`src/rtl/frame_vram_wr_sched.sv`:
```
// frame_vram_wr_sched
// Owns the single write port of the frame VRAM. A frame_start pulse launches a
// full-frame clear to a background colour, one pixel per clock. Outside the
// clear, NREQ pixel writers share the port round-robin.
//
// Handshake: req_ready is combinational and at most one-hot. A transfer from
// requester i happens in a cycle where req_valid[i] & req_ready[i]. A requester
// that raises valid keeps req_addr/req_data stable until it sees ready. The
// pixel appears on wr_en/wr_addr/wr_d one cycle after the transfer.
//
// Clear timing: the write to address 0 is issued in the frame_start cycle itself,
// so it is visible on the port in the next cycle. The remaining addresses follow
// back to back. After the last address is visible, one more CLEAR cycle blocks
// grants and produces the clear_done pulse. The frame must hold at least 2 pixels.
module frame_vram_wr_sched #(
  parameter int WIDHT  = 320,
  parameter int HEIGHT = 240,
  parameter int DW     = 8,
  parameter int NREQ   = 2,
  localparam int AW    = $clog2(WIDHT * HEIGHT)
) (
  input  logic             clk,
  input  logic             reset,
  input  logic             frame_start,
  input  logic [DW-1:0]    bg_color,
  input  logic [NREQ-1:0]  req_valid,
  input  logic [NREQ*AW-1:0] req_addr,
  input  logic [NREQ*DW-1:0] req_data,
  output logic [NREQ-1:0]  req_ready,
  output logic             wr_en,
  output logic [AW-1:0]    wr_addr,
  output logic [DW-1:0]    wr_d,
  output logic             clearing,
  output logic             clear_done,
  output logic             oob,
  output logic [1:0]       dbg_state
);

  localparam int NPIX = WIDHT * HEIGHT;
  localparam int IW   = $clog2(NREQ);
  localparam logic [AW-1:0] LAST_ADDR = AW'(NPIX - 1);

  localparam logic [0:0] ST_ARB   = 1'b0;
  localparam logic [0:0] ST_CLEAR = 1'b1;

  logic [0:0]    state_q;
  logic          fin_q;      // every clear address issued; the next CLEAR cycle ends the clear
  logic [AW-1:0] cnt_q;      // next clear address to issue
  logic [DW-1:0] color_q;
  logic [IW-1:0] last_q;     // most recently granted requester
  logic          wr_en_q;
  logic [AW-1:0] wr_addr_q;
  logic [DW-1:0] wr_d_q;
  logic          clear_done_q;
  logic          oob_q;

  logic [NREQ-1:0] grant;
  logic [IW-1:0]   gnt_idx;
  logic            found;
  logic [AW-1:0]   sel_addr;
  logic [DW-1:0]   sel_data;
  logic            oob_req;

  // Round-robin search that starts just after the last winner and wraps around.
  // A frame_start cycle or any CLEAR cycle grants nothing.
  always_comb begin
    grant   = '0;
    gnt_idx = '0;
    found   = 1'b0;
    if (state_q == ST_ARB && !frame_start) begin
      for (int k = 1; k <= NREQ; k++) begin
        for (int i = 0; i < NREQ; i++) begin
          if (!found && req_valid[i] && (i == (int'(last_q) + k) % NREQ)) begin
            found    = 1'b1;
            grant[i] = 1'b1;
            gnt_idx  = IW'(i);
          end
        end
      end
    end
  end

  // Select the address and data of the granted requester.
  always_comb begin
    sel_addr = '0;
    sel_data = '0;
    for (int i = 0; i < NREQ; i++) begin
      if (grant[i]) begin
        sel_addr = req_addr[i*AW +: AW];
        sel_data = req_data[i*DW +: DW];
      end
    end
  end

  // The compare is one bit wider so it stays meaningful when the pixel count is a power of two.
  assign oob_req = ({1'b0, sel_addr} >= (AW+1)'(NPIX));

  // Main sequencer: the clear walk, the arbitration pointer, and the registered write port.
  always_ff @(posedge clk or posedge reset) begin
    if (reset) begin
      state_q      <= ST_ARB;
      fin_q        <= 1'b0;
      cnt_q        <= '0;
      color_q      <= '0;
      last_q       <= IW'(NREQ - 1);
      wr_en_q      <= 1'b0;
      wr_addr_q    <= '0;
      wr_d_q       <= '0;
      clear_done_q <= 1'b0;
      oob_q        <= 1'b0;
    end else begin
      wr_en_q      <= 1'b0;
      clear_done_q <= 1'b0;
      oob_q        <= 1'b0;
      if (frame_start) begin
        // A new clear starts, or an active clear restarts, by issuing address 0 right away.
        state_q   <= ST_CLEAR;
        fin_q     <= 1'b0;
        color_q   <= bg_color;
        cnt_q     <= AW'(1);
        wr_en_q   <= 1'b1;
        wr_addr_q <= '0;
        wr_d_q    <= bg_color;
      end else if (state_q == ST_CLEAR) begin
        if (fin_q) begin
          state_q      <= ST_ARB;
          fin_q        <= 1'b0;
          clear_done_q <= 1'b1;
        end else begin
          wr_en_q   <= 1'b1;
          wr_addr_q <= cnt_q;
          wr_d_q    <= color_q;
          if (cnt_q == LAST_ADDR) begin
            fin_q <= 1'b1;
          end else begin
            cnt_q <= cnt_q + AW'(1);
          end
        end
      end else if (found) begin
        // Out-of-range pixels still complete the handshake but never reach the VRAM.
        last_q <= gnt_idx;
        if (oob_req) begin
          oob_q <= 1'b1;
        end else begin
          wr_en_q   <= 1'b1;
          wr_addr_q <= sel_addr;
          wr_d_q    <= sel_data;
        end
      end
    end
  end

  assign req_ready  = grant;
  assign wr_en      = wr_en_q;
  assign wr_addr    = wr_addr_q;
  assign wr_d       = wr_d_q;
  assign clearing   = (state_q == ST_CLEAR);
  assign clear_done = clear_done_q;
  assign oob        = oob_q;
  assign dbg_state  = {fin_q, state_q};

endmodule
```
`config.mk`:
```
export PLATFORM = sky130hd
export DESIGN_NAME = frame_vram_wr_sched
export DESIGN_NICKNAME = d
export VERILOG_FILES = /design/src/rtl/frame_vram_wr_sched.sv
export SDC_FILE = /design/constraint.sdc
export NUM_CORES = 1
export LEC_CHECK = 0
export CAP_MARGIN = 20
export CORE_ASPECT_RATIO = 0.75
export CORE_UTILIZATION = 35
export CTS_CLUSTER_DIAMETER = 120
export CTS_CLUSTER_SIZE = 25
export DETAILED_ROUTE_END_ITERATION = 8
export PLACE_DENSITY_LB_ADDON = 0.1
export SYNTH_ARGS = -nofsm -noshare
export SYNTH_HDL_FRONTEND = slang
export SYNTH_SLANG_ARGS = --single-unit
```
`constraint.sdc`:
```
create_clock -name clk -period 2.2 [get_ports clk]
set_input_delay 0.44 -clock clk [delete_from_list [all_inputs] [get_ports clk]]
set_output_delay 0.44 -clock clk [all_outputs]
set_load 0.01 [all_outputs]
```
After elaboration in Yosys (flattened, before gate mapping)
Index checks and enable logic that the tools add are counted.

Register bits: 56. Logic and storage cells: 95. Output and inout bits: 33. Bits of input ports: 63.

Magnitude comparators: 1. Eq/ne operators: 7. $add $sub $neg: 3. Bitwise gates (word level): 4. Mux-type cells: 51. Reduce and logical (&&, ||, !) cells: 19.

Operator list (number): two-way mux 17 bit (11); zero test 32 bit (2); two-way mux 8 bit (7); two-way mux 1 bit (32); adder 17 x 1 -> 17 bit (second input constant) (1); equality test 17 bit (second input constant) (1); >= comparator 17 bit (second input constant) (1); AND reduction 3 bit (3); logical AND 1 bit (8); != test 3 bit (second input constant) (2); equality test 2 bit (first input constant) (2); zero test 1 bit (4); != test 2 bit (second input constant) (2); nonzero test 3 bit (1); adder 1 bit (second input constant) (2); AND 1 bit (first input constant) (2); two-way mux 2 bit (1); inverter 1 bit (2); nonzero test 2 bit (1).

Longest topological paths before layout
Depth in word-level cells: 28. Mapped depth: 9. Mapped depth without buffers: 6.

Worst setup path after synthesis
No wires, ideal clock.

Kind: reg2reg. Start: register state_q, in the netlist clearing. End: register wr_addr_q[0], in the netlist wr_addr[0]. Setup slack: -0.002 ns. Path buffers: 3. Data required time: 2.072 ns. Period minus slack after synthesis: 2.202 ns. Cell stages (with the launch flop): 10. Setup time: 0.128 ns. Arrival time: 2.075 ns. Cells stage by stage: dfrtp_1 buf_2 nor2_2 and2_1 buf_4 a22oi_1 a211oi_2 o31ai_4 buf_6 mux2_1.

Cells in the longest elaborated chain, start to end: 9. Elaborated cells on any way between the ends: 15. Classes of those cells: order compare (1); eq/ne (2); mux (8); bitwise (1); reduce/logical (3).

RTL lines: start, declared (line 46) `logic [0:0] state_q;`; start signal, assigned (line 101) `state_q <= ST_ARB;`; start signal, assigned (line 117) `state_q <= ST_CLEAR;`; start signal, assigned (line 126) `state_q <= ST_ARB;`; parallel branches: the longest is 9 deep, another holds >= comparator 17 bit; end signal, assigned (line 131) `wr_addr_q <= cnt_q;`; end signal, assigned (line 146) `wr_addr_q <= sel_addr;`; end, declared (line 52) `logic [AW-1:0] wr_addr_q;`.

Several ways; the timed one is not identified. The select of a mux whose other input is x is not followed. A chain may end at the register's enable or synchronous reset.

Worst setup path in the final report
Start: register last_q. End: register wr_addr_q[0], in the netlist wr_addr[0].

Cells in the longest elaborated chain, start to end: 26. Elaborated cells on any way between the ends: 40. Classes of those cells: add/sub (2); order compare (1); eq/ne (3); mux (18); bitwise (2); reduce/logical (14).

RTL lines: start, declared (line 50) `logic [IW-1:0] last_q;`; start signal, assigned (line 105) `last_q <= IW'(NREQ - 1);`; start signal, assigned (line 141) `last_q <= gnt_idx;`; parallel branches: the longest is 26 deep, another holds adder 1 bit.

Several ways; the timed one is not identified. The select of a mux whose other input is x is not followed.

==> flow_summary_export.csv <==
group,metric,value,unit
clock_tree,root_buffer,"clkbuf_8",
die,core,0.00799,sq mm
pwr,power,2030,uW
finish,final_util,55.2,%
place,port_buffers,95,
synthesis,synth_top_area_share,46.9,%
run,drv_cap,0,
critical_path,crit_type,"reg -> reg",
clock_tree,clk_path_buf_depth,2,
clock_tree,numCtsBuffers,5,
sta,hold_viol,0,
routing,wirelength,8260,um
critical_path,startpoint_type,"flip-flop",
synthesis,yosysTopAreaCell,"dfrtp_1",
grt,gr-total-overflow,0,
sta,worst_slew_pin_slew,0.366,ns
grt,grt.total_usage,19.3,%
routing,final_antenna_net_count,0,
grt,grt_pass1_vias,2422,
routing,first_iter_violations,180,
synthesis,synth_seq_cells,56,
sta,totalNegativeSetupSlack,0,ns
pwr,peakVddDrop,0.265,mV
finish,antenna_cells,0,
routing,wl_met2,3610,um
die,die_w,108,um
sta,fin_ws,0.0626,ns
sta,slew_viol_final,0,
synthesis,netlist_area,0.00293,sq mm
critical_path,arrival,2.32,ns
routing,drc_errors,0,
clock_tree,insertion_delay,0.31,ns
clock_tree,cts_tree,"done",
routing,drt-pass1-iter-count,6,
sta,period_minus_slack,2.14,ns
clock_tree,htreeDepth,2,
synthesis,synth_area_leaders,"dfrtp_1 47%, mux2i_1 5.5%, mux2_2 5.4%, a222oi_1 4.8%, inv_1 2.7%",
synthesis,synth_edf_count,0,
sta,slew_headroom,75.6,%
routing,wl_met3,490,um
pwr,p_leak,0.00191,uW
grt,grt_max_degree,57,
synthesis,ys_seq_area_share,47.8,%
place,routabilityCongestion,0.838,
synthesis,yosysWarningCount,0,
synthesis,async_flop_share,100,%
clock_tree,path_clk_slew,0.09,ns
clock_tree,clock_sinks,56,
routing,routed_via_density,5.22,
sta,finalCritPeriodShare,97.2,%
grt,grt_antenna_before_repair,0,
synthesis,yosysMostFrequentCell,"dfrtp_1",
routing,met1_length,4100,um
synthesis,synthesis.instances,282,
synthesis,synth_nets,346,
critical_path,critPathMaxFanout,7,
run_status,status,"completed",
synthesis,syn_area_per_cell,10.4,sq um
routing,detail_route.wl_per_cell,16.3,um
synthesis,synth_flop_cell,"dfrtp_1",
critical_path,cp-end-kind,"flip-flop",
finish,drive_gt1_share,19.1,%
routing,vias,2652,
clock_tree,ctsHoldBuffers,0,
grt,grt_pass1_wl,12800,um
place,dp_slack,-0.481,ns
place,hpwl,6180,um
finish,fin_nets,466,
routing,maxUsedRoutingLayer,"met4",
sta,max_freq,468,MHz
min_path,hold_path.class,"in -> async",
synthesis,synth_cell_types,47,
sta,holdWs,0.491,ns
pwr,power.density,460,mW/mm^2
die,die-area,0.00875,sq mm
sta,rsz0062_at_grt,"false",
die,initial_utilization,36.7,%
sta,setup_viol,0,
synthesis,synth_common_cells,"55 x dfrtp_1, 21 x inv_1, 21 x nor2_1",
die,rows,28,
sta,finalClockSkew,0.0123,ns
die,io_pins,96,
finish,area_growth,50.5,%
critical_path,critPathRequiredTime,2.39,ns
die,die_h,81.3,um
## cells by family (layout without fill, tap and decap cells)
group                      Yosys count  count (layout)  synth area share [%]
adders and majority gates            1               1                 0.427
buffers and inverters               42             163                  6.23
AOI/OAI and AO/OA                   66              66                  18.0
muxes                               34              34                  12.4
and+or+nand+nor                     71              71                  11.6
xor gates and xnor gates            12              12                  3.58
DFF                                 56              56                  47.8
## stage by stage
step | instances | area, sq um
floorplan | 282 | 2940
global placement | 496 | 4220
finish | 508 | 4410
detailed placement | 496 | 4220
CTS | 509 | 4390
global route | 508 | 4410
## critical path: stages (launching register included)
cell      delay (ns)
dfstp_2         0.57
a21boi_2        0.07
and2_4          0.20
a22oi_2         0.29
a211oi_4        0.07
o31ai_4         0.23
buf_6           0.16
buf_12          0.12
mux2_1          0.32
## placed cells by master, fill, tap and decap left out, types with 2 or more instances in the layout
cell and n:
a211oi_4 2, a21oi_1 14, a221oi_1 8, a222oi_1 14, a41o_1 2, and2_1 2, and3_1 2, buf_12 3
buf_4 33, buf_6 2, clkbuf_8 6, clkdlybuf4s50_1 90, dfrtp_1 55, dlygate4sd2_1 5, inv_1 20, mux2_1 2
mux2_2 13, mux2_4 3, mux2i_1 16, nand2_1 19, nand3_1 5, nand4_1 3, nor2_1 21, nor2b_1 4
nor3_1 3, o21ai_0 5, o22ai_1 8, or3_1 3, xnor2_1 5, xor2_1 7
## sequential cells by signal, indices dropped and copies added, names as in the netlist, 8 cells and up
name     count
wr_addr     17
cnt_q       17
color_q      8
wr_d         8
## metal layers
layer	global-route usage, %	vias up
met5	0	-
met4	4.52	0
met3	3.21	5
met2	28.1	92
met1	29.5	1291
li1	-	1264
## power breakdown
group / switching [uW] / internal, uW
sequential: 29.0 / 1070
clock: 331 / 257
combinational: 133 / 208
total: 493 / 1540
## area by class of cell
type	instances	area [sq um]
Fill cell	727	3570
Multi-Input combinational cell	184	1400
Sequential cell	56	1400
Timing Repair Buffer	134	1300
Tap cell	105	131
Clock buffer	7	86.3
Inverter	21	78.8
Clock inverter	1	7.51
## final timing paths
path	start	endpoint	slack, ns	cells past startpoint
max	last_q$_DFFE_PP1P_	wr_addr[0]$_DFFE_PP0P_	0.06	8
min	reset	wr_addr[3]$_DFFE_PP0P_	0.49	3
max reg2reg	last_q$_DFFE_PP1P_	wr_addr[0]$_DFFE_PP0P_	0.06	8
min reg2reg	wr_d[0]$_DFFE_PP0P_	wr_d[0]$_DFFE_PP0P_	0.50	1
max in group asynchronous	reset	last_q$_DFFE_PP1P_	1.42	3
min in group clk	wr_d[0]$_DFFE_PP0P_	wr_d[0]$_DFFE_PP0P_	0.50	1
## what timing repair did
| item | in CTS | in global routing |
|---|---|---|
| endpoints found under the setup margin | 27 | 24 |
| buffers inserted | 4 | 1 |
| cloned | 1 | 0 |
| endpoints found under the hold margin | 0 | 0 |
| pin swaps | 3 | 4 |
| gates resized for setup | 16 | 6 |
Note: power is estimated with default switching activity, not from simulation.
